### src/rtl/pc_gen_ras_pkg.sv
// Shared fetch-stage definitions: default geometry, reset vector and the
// encoding of the next-address source selected each cycle.
package pc_gen_ras_pkg;

  localparam int              AW_DEF        = 32;
  localparam int              STEP_DEF      = 4;
  localparam logic [AW_DEF-1:0] RST_VEC_DEF = '0;
  localparam int              RAS_DEPTH_DEF = 8;

  typedef enum logic [2:0] {
    SEL_FLUSH,
    SEL_HOLD,
    SEL_RET,
    SEL_PRED,
    SEL_SEQ
  } next_sel_e;

endpackage

### src/rtl/pc_gen_ras_if.sv
// Fetch control bundle: redirect/prediction/call-return hints in,
// fetch address, link value and return-stack status out.
interface pc_gen_ras_if
  import pc_gen_ras_pkg::*;
#(
  parameter int AW = AW_DEF
);

  logic          Flush;
  logic [AW-1:0] FlushAddr;
  logic          RasClr;
  logic          Stall;
  logic          PredTaken;
  logic [AW-1:0] PredAddr;
  logic          IsCall;
  logic          IsRet;
  logic [AW-1:0] InstrAddr;
  logic [AW-1:0] PC;
  logic          RasEmpty;
  logic          RasFull;

  modport master (
    output Flush, FlushAddr, RasClr, Stall, PredTaken, PredAddr, IsCall, IsRet,
    input  InstrAddr, PC, RasEmpty, RasFull
  );

  modport slave (
    input  Flush, FlushAddr, RasClr, Stall, PredTaken, PredAddr, IsCall, IsRet,
    output InstrAddr, PC, RasEmpty, RasFull
  );

endinterface

### src/rtl/pc_gen_ras_ret_addr_stack.sv
// Circular return-address stack; a push when full overwrites the oldest
// entry, and push+pop together replaces the top entry in place.
module ret_addr_stack
  import pc_gen_ras_pkg::*;
#(
  parameter int AW        = AW_DEF,
  parameter int RAS_DEPTH = RAS_DEPTH_DEF
) (
  input  logic          clk,
  input  logic          rst,
  input  logic          push,
  input  logic          pop,
  input  logic          clr,
  input  logic [AW-1:0] data,
  output logic [AW-1:0] top,
  output logic          empty,
  output logic          full
);

  localparam int PW = $clog2(RAS_DEPTH);
  localparam int CW = PW + 1;

  logic [PW-1:0] ptr_q, ptr_d;
  logic [CW-1:0] count_q, count_d;
  logic [AW-1:0] entries_q [RAS_DEPTH];
  logic [AW-1:0] entries_d [RAS_DEPTH];
  logic [PW-1:0] top_idx;
  logic          do_pop;

  assign top_idx = ptr_q - PW'(1);
  assign top     = entries_q[top_idx];
  assign empty   = (count_q == '0);
  assign full    = (count_q == CW'(RAS_DEPTH));
  assign do_pop  = pop && !empty;

  always_comb begin
    ptr_d     = ptr_q;
    count_d   = count_q;
    entries_d = entries_q;
    if (clr) begin
      ptr_d   = '0;
      count_d = '0;
    end else if (push && do_pop) begin
      entries_d[top_idx] = data;
    end else if (push) begin
      entries_d[ptr_q] = data;
      ptr_d            = ptr_q + PW'(1);
      if (!full) begin
        count_d = count_q + CW'(1);
      end
    end else if (do_pop) begin
      ptr_d   = top_idx;
      count_d = count_q - CW'(1);
    end
  end

  always_ff @(posedge clk) begin
    if (rst) begin
      ptr_q   <= '0;
      count_q <= '0;
    end else begin
      ptr_q   <= ptr_d;
      count_q <= count_d;
    end
  end

  // Entry contents are never reset; a zero count masks stale data.
  always_ff @(posedge clk) begin
    entries_q <= entries_d;
  end

endmodule

### src/rtl/pc_gen_ras.sv
// Fetch-PC generator: holds the fetch address and picks the next one from
// redirect, stall, return stack, predicted target or the sequential path.
module pc_gen_ras
  import pc_gen_ras_pkg::*;
#(
  parameter int          AW        = AW_DEF,
  parameter int          STEP      = STEP_DEF,
  parameter logic [AW-1:0] RST_VEC = AW'(RST_VEC_DEF),
  parameter int          RAS_DEPTH = RAS_DEPTH_DEF
) (
  input logic         Clk,
  input logic         Rst,
  pc_gen_ras_if.slave bus
);

  logic [AW-1:0] instr_addr_q, instr_addr_d;
  logic [AW-1:0] pc;
  logic [AW-1:0] ras_top;
  logic          ras_empty;
  logic          ras_full;
  logic          advance;
  next_sel_e     sel;

  assign pc      = instr_addr_q + AW'(STEP);
  assign advance = !bus.Flush && !bus.Stall;

  ret_addr_stack #(
    .AW        (AW),
    .RAS_DEPTH (RAS_DEPTH)
  ) u_ras (
    .clk   (Clk),
    .rst   (Rst),
    .push  (advance && bus.IsCall),
    .pop   (advance && bus.IsRet),
    .clr   (bus.Flush && bus.RasClr),
    .data  (pc),
    .top   (ras_top),
    .empty (ras_empty),
    .full  (ras_full)
  );

  always_comb begin
    sel = SEL_SEQ;
    if (bus.Flush)                    sel = SEL_FLUSH;
    else if (bus.Stall)               sel = SEL_HOLD;
    else if (bus.IsRet && !ras_empty) sel = SEL_RET;
    else if (bus.PredTaken)           sel = SEL_PRED;
  end

  always_comb begin
    instr_addr_d = pc;
    case (sel)
      SEL_FLUSH: instr_addr_d = bus.FlushAddr;
      SEL_HOLD:  instr_addr_d = instr_addr_q;
      SEL_RET:   instr_addr_d = ras_top;
      SEL_PRED:  instr_addr_d = bus.PredAddr;
      default:   instr_addr_d = pc;
    endcase
  end

  always_ff @(posedge Clk) begin
    if (Rst) begin
      instr_addr_q <= RST_VEC;
    end else begin
      instr_addr_q <= instr_addr_d;
    end
  end

  assign bus.InstrAddr = instr_addr_q;
  assign bus.PC        = pc;
  assign bus.RasEmpty  = ras_empty;
  assign bus.RasFull   = ras_full;

endmodule

### src/flat_wrapper.sv
// flat-port wrapper written by rule: the top's interface ports become plain ports
module pc_gen_ras_flat import pc_gen_ras_pkg::*;
#(
  parameter int          AW        = AW_DEF,
  parameter int          STEP      = STEP_DEF,
  parameter logic [AW-1:0] RST_VEC = AW'(RST_VEC_DEF),
  parameter int          RAS_DEPTH = RAS_DEPTH_DEF
)
  (Clk, Rst, bus_Flush, bus_FlushAddr, bus_RasClr, bus_Stall, bus_PredTaken, bus_PredAddr, bus_IsCall, bus_IsRet, bus_InstrAddr, bus_PC, bus_RasEmpty, bus_RasFull);
  pc_gen_ras_if #(.AW(AW)) bus_i ();
  input logic Clk;
  input logic Rst;
  input wire logic [$bits(bus_i.Flush)-1:0] bus_Flush;
  input wire logic [$bits(bus_i.FlushAddr)-1:0] bus_FlushAddr;
  input wire logic [$bits(bus_i.RasClr)-1:0] bus_RasClr;
  input wire logic [$bits(bus_i.Stall)-1:0] bus_Stall;
  input wire logic [$bits(bus_i.PredTaken)-1:0] bus_PredTaken;
  input wire logic [$bits(bus_i.PredAddr)-1:0] bus_PredAddr;
  input wire logic [$bits(bus_i.IsCall)-1:0] bus_IsCall;
  input wire logic [$bits(bus_i.IsRet)-1:0] bus_IsRet;
  output wire logic [$bits(bus_i.InstrAddr)-1:0] bus_InstrAddr;
  output wire logic [$bits(bus_i.PC)-1:0] bus_PC;
  output wire logic [$bits(bus_i.RasEmpty)-1:0] bus_RasEmpty;
  output wire logic [$bits(bus_i.RasFull)-1:0] bus_RasFull;
  assign bus_i.Flush = bus_Flush;
  assign bus_i.FlushAddr = bus_FlushAddr;
  assign bus_i.RasClr = bus_RasClr;
  assign bus_i.Stall = bus_Stall;
  assign bus_i.PredTaken = bus_PredTaken;
  assign bus_i.PredAddr = bus_PredAddr;
  assign bus_i.IsCall = bus_IsCall;
  assign bus_i.IsRet = bus_IsRet;
  assign bus_InstrAddr = bus_i.InstrAddr;
  assign bus_PC = bus_i.PC;
  assign bus_RasEmpty = bus_i.RasEmpty;
  assign bus_RasFull = bus_i.RasFull;
  pc_gen_ras #(.AW(AW), .STEP(STEP), .RST_VEC(RST_VEC), .RAS_DEPTH(RAS_DEPTH)) u_core (.Clk(Clk), .Rst(Rst), .bus(bus_i));
endmodule
### config.mk
export PLATFORM = sky130hd
export DESIGN_NAME = pc_gen_ras_flat
export DESIGN_NICKNAME = d
export VERILOG_FILES = /design/src/rtl/pc_gen_ras_pkg.sv /design/src/rtl/pc_gen_ras_if.sv /design/src/rtl/pc_gen_ras_ret_addr_stack.sv /design/src/rtl/pc_gen_ras.sv /design/src/flat_wrapper.sv
export SDC_FILE = /design/constraint.sdc
export NUM_CORES = 1
export LEC_CHECK = 0
export BUFFER_PORTS_ARGS = -buffer_cell sky130_fd_sc_hd__buf_2
export CAP_MARGIN = 25
export CORE_ASPECT_RATIO = 0.7
export CORE_UTILIZATION = 65
export DETAILED_ROUTE_END_ITERATION = 10
export PLACE_DENSITY_LB_ADDON = 0.2
export SLEW_MARGIN = 20
export SYNTH_ARGS = -nofsm -noshare
export SYNTH_HDL_FRONTEND = slang
export SYNTH_HIERARCHICAL = 1
export SYNTH_SLANG_ARGS = --single-unit
export TNS_END_PERCENT = 1
### constraint.sdc
create_clock -name Clk -period 9.15 [get_ports Clk]
set_input_delay 0.4575 -clock Clk [delete_from_list [all_inputs] [get_ports Clk]]
set_output_delay 0.4575 -clock Clk [all_outputs]
set_load 0.03 [all_outputs]
Word-level counts from Yosys, hierarchy flattened
Index checks and enable logic that the tools add are counted.

operators by class
  reductions and logical operators = 20
  equal/unequal tests = 5
  bitwise logic cells = 4
  multiplexer cells = 21
  add/subtract/negate cells = 5
  order comparisons = 4

operator list
  kind                   number
  $bwmux 256             2
  $mux 256               2
  $demux 32 s3           2
  $mux 32                4
  $pmux 32 s4            1
  $bmux 32 s3            1
  $add 32x3->32 const B  1
  $mux 3                 6
  $mux 4                 3
  $logic_and 1x1->1      9
  $ge 4x4->1 const B     2
  $lt 4x1->1 const B     2
  $not 3->4              2
  $eq 3x2->1 const B     2
  $add 4x1->4 const B    1
  $eq 4x4->1 const B     1
  $logic_not 4->1        1
  $reduce_and 2->1       2
  $reduce_bool 2->1      2
  $sub 4x1->4 const B    1
  $add 3x1->3 const B    1
  $eq 3x1->1 const B     1
  $logic_not 1->1        3
  $logic_not 3->1        1
  5 further kinds        6

word-level totals
  bits of input ports = 72
  logic and storage cells = 70
  register bits after elaboration = 295
  output and inout port bits = 66

Longest topological paths before layout
  word-level depth = 8
  gate-level depth with buffers = 12
  mapped depth without buffers = 9

Cells and area by module
The synthesis kept the hierarchy.

modules (own cells, without submodules)
  module          seq. area each (um^2)  cells each  area each (um^2)  times used
  ret_addr_stack  7,827.5                742         12,231.7          1
  pc_gen_ras      640.6                  389         2,825.2           1

Least setup slack after synthesis
Ideal clock, no wire load.

  kind = register -> register
  start point = register u_core.u_ras.count_q[3]
  end point = register u_core/u_ras/entries_q[160] in the netlist's numbering, enable pin
  setup time = 0.421 ns
  required time = 8.729 ns
  path buffers = 2
  data arrival time = 4.367 ns
  slack = 4.362 ns
  cell stages (with the launch flop) = 11
  clock period less this slack = 4.788 ns
  path through = dfxtp_1 nor4_1 nand2b_1 inv_1 ha_1 buf_2 nor2_1 a22oi_1 o22a_1 buf_2 nor2_1

on the way
  cells in the longest elaborated chain, start to end = 6

RTL lines
  item                                RTL line                         source
  from (decl)                         pc_gen_ras_ret_addr_stack.sv:24  logic [CW-1:0] count_q, count_d;
  from (signal assigned)              pc_gen_ras_ret_addr_stack.sv:63  count_q <= count_d;
  $logic_not 4->1                     pc_gen_ras_ret_addr_stack.sv:32  assign empty = (count_q == '0);
  via bus_RasEmpty                    flat_wrapper.sv:23               output wire logic [$bits(bus_i.RasEmpty)-1:0] bus_RasEmpty;
  $logic_not 1->1                     pc_gen_ras_ret_addr_stack.sv:34  assign do_pop = pop && !empty;
  $logic_and 1x1->1                   pc_gen_ras_ret_addr_stack.sv:34
  $logic_and 1x1->1                   pc_gen_ras_ret_addr_stack.sv:43  end else if (push && do_pop) begin
  $reduce_bool 2->1 (no source line)  -
  $reduce_and 2->1 (no source line)   -
  to (signal assigned)                pc_gen_ras_ret_addr_stack.sv:69  entries_q <= entries_d;
  to (decl)                           pc_gen_ras_ret_addr_stack.sv:25  logic [AW-1:0] entries_q [RAS_DEPTH];

The timed path passes the listed nets, and every way through them passes these cells.
A chain may end at the register's enable or synchronous reset.

==> impl_metrics.ini <==
[sta]
slew_viol_final = 0
skew_ns = 0.0226
hold_viol_final = 0
tightest_slew_ns = 1.06
period_minus_slack_ns = 4.47
slew_headroom_pct = 29.2
finalSetupTns_ns = 0
fmaxAchievable_mhz = 224
rsz0062_at_grt = no
timing.final.crit_share_pct = 48.8
hold_slack_ns = 0.183
setup_viol = 0
finalWorstSetupSlack_ns = 4.68

[setup_path]
max_stage_delay_ns = 1.00
r2r_slack_ns = 4.68
end_kind = flop
crit_chain = inv_1 -> ha_2 -> nand3_1 -> nor3_1 -> a21o_1 -> nor2b_4
crit_fanout = 42
cp.required_ns = 9.30
arrival_ns = 4.62
critPathLaunchType = flop
crit_type = flop to flop
cp_slowest_cell = nor2b_4

[global_routing]
first_global_vias = 9769
antenna_found_initial = 0
grt_use_total_pct = 34.3
grt_max_degree = 68
grt_pass1_wl_um = 59200
grt_overflow = 0

[detailed_routing]
ant_nets = 0
initialDrtViolationCount = 1235
drcViolationCount = 0
wire_per_inst_um = 25.5
dr.pass1.iters = 6
vias_per_cell = 6.55
wl_um = 40200
vias = 10300

[floorplan]
start_util_pct = 66.4
die_area_um2 = 23800
io_pins = 138
rows = 46
die_h_um = 129
core_region_area_um2 = 22700
die_w_um = 184

[clock_tree]
cts-htree-levels = 1
cts.path.max_buffers = 3
cts_setup_buffers = 0
root_buffer = clkbuf_16
numCtsBuffers = 28
cts_hold_buf = 0
clkTransAtPathRegs_ns = 0.06
worstSkewPairLatency_ns = 0.55
cts_tree = built
cts-resized-gates = 0
clkSinkCount = 295

[place]
portBuffers = 137
place_congestion = 0.861
placed_cell_area_um2 = 16000
dp_hpwl_um = 24900
post-place-ws_ns = 4.32

[power]
power.share.clock_pct = 38.1
p_comb_share_pct = 12.3
ir_worst_vdd_uv = 159
power.switching_uw = 778
power.density_nw_per_um2 = 179
p_leak_uw = 0.00649
swShare_pct = 25.7
p_int_uw = 2250
seqPwrFrac_pct = 49.7

[synth]
synthesis.area_um2 = 15100
muxShareOfSynthArea_pct = 13.2
syn_inst = 1131
yosysUniqueCellTypes = 71
ys_seq_elements = 295
synth_top_area_share_pct = 51.1
synthesis.nets = 1211
synth.yosys.seq_area_share_pct = 56.2
synth_compound_area_share_pct = 6.34
yosys.area_share.simple_pct = 17.8
synth_top_family_by_area = simple AND/OR/NAND/NOR gates
synth_xor_area_share_pct = 1.80
syn_area_per_cell_um2 = 13.3
synth_edf_count = 256
synth-warning-count = 6
synth_top_area_cell = edfxtp_1
synthTopCellsByArea = edfxtp_1, mux4_1, nor2b_1
synth_adder_area_share_pct = 0.715
synth_commonest_cells = edfxtp_1, nor2b_1, and2_1
synthArstFlopShare_pct = 0
synthFlopType = edfxtp_1
synth.most_common_cell = edfxtp_1

[layout]
antenna_cells = 0
post-route-util_pct = 74.5
area_growth_pct = 12.2
fillers = 1459
drive_gt1_share_pct = 23.4
nNetsFinal = 1321
stdcell_area_um2 = 16900

[outcome]
status = completed

[job]
cap_viol_max_count = 0

[min_path]
hp-class = primary input to flop
[power groups by stage]
stage | combinational, µW | sequential (µW) | clock, µW
2_1_floorplan | 239 | 1540 | 0
3_3_place_gp | 354 | 1530 | 0
3_5_place_dp | 363 | 1530 | 0
4_1_cts | 365 | 1500 | 1160
5_1_grt | 392 | 1510 | 1210
6_report | 372 | 1500 | 1150
[metal layers]
layer | vias to the layer above | track usage [%] | routed length (µm)
li1 | 4439 | - | -
met1 | 5077 | 51.0 | 16300
met2 | 710 | 50.6 | 17500
met3 | 92 | 8.23 | 5090
met4 | 0 | 10.4 | 1280
met5 | - | 0.200 | 0
[registers in the layout (all words and copies together), names as in the netlist]
register / cells
u_core/bus.InstrAddr: 32
u_core/u_ras/count_q: 4
u_core/u_ras/entries_q: 256
u_core/u_ras/ptr_q: 3
[per-stage QoR]
step / std cells / total power (µW)
global route: 1575 / 3100
finish: 1575 / 3030
floorplan: 1131 / 1780
detailed placement: 1523 / 1890
global placement: 1521 / 1880
CTS: 1575 / 3030
[layout make-up]
cell class	count	area, µm²	area share (%)
Multi-Input combinational cell	732	6120	36.2
Clock inverter	18	161	0.956
Clock buffer	34	754	4.47
Tap cell	312	390	2.31
Timing Repair Buffer	161	906	5.36
Inverter	23	86.3	0.511
Sequential cell	295	8470	50.2
[critical path, delay by kind of cell (launching register included)]
kind | cells | cell delay (ns)
adders and majority gates | 1 | 0.84
buffers and inverters | 1 | 0.13
DFF | 1 | 0.79
AOI/OAI and AO/OA | 1 | 0.76
and+or+nand+nor | 3 | 1.56
[placed cells by master (no fill, tap or decap), types with 9 or more instances in the layout]
cell type / instances
o21ai_0: 25
nor2b_1: 132
a21oi_1: 28
nor2_1: 34
and2_1: 132
edfxtp_1: 256
clkbuf_16: 29
nand4_1: 9
buf_2: 137
nor3_1: 9
dfxtp_1: 38
mux2_2: 32
nand3_1: 19
inv_1: 23
o22ai_1: 10
mux4_1: 46
buf_4: 22
nand2_1: 69
a221oi_1: 25
xnor2_1: 23
mux4_2: 18
[path summary, 6_finish.rpt]
kind                                                             from                               endpoint  cells past startpoint
worst max-delay path               u_core/u_ras/ptr_q[0]$_SDFFE_PP0P_   u_core/u_ras/entries_q[94]$_DFFE_PP_                      6
worst max register to register     u_core/u_ras/ptr_q[0]$_SDFFE_PP0P_   u_core/u_ras/entries_q[94]$_DFFE_PP_                      6
worst min register to register  u_core/bus.InstrAddr[17]$_SDFFE_PP0N_  u_core/bus.InstrAddr[17]$_SDFFE_PP0N_                      2
worst min-delay path                                  bus_PredAddr[3]   u_core/bus.InstrAddr[3]$_SDFFE_PP0N_                      3
[cell families (layout without fill, tap and decap cells)]
group / after synthesis / count (layout)
and+or+nand+nor: 461 / 461
DFF: 295 / 295
AOI/OAI and AO/OA: 135 / 135
buffers and inverters: 104 / 236
muxes: 97 / 97
xor gates and xnor gates: 31 / 31
adders and majority gates: 8 / 8
Note: power is estimated with default switching activity, not from simulation.
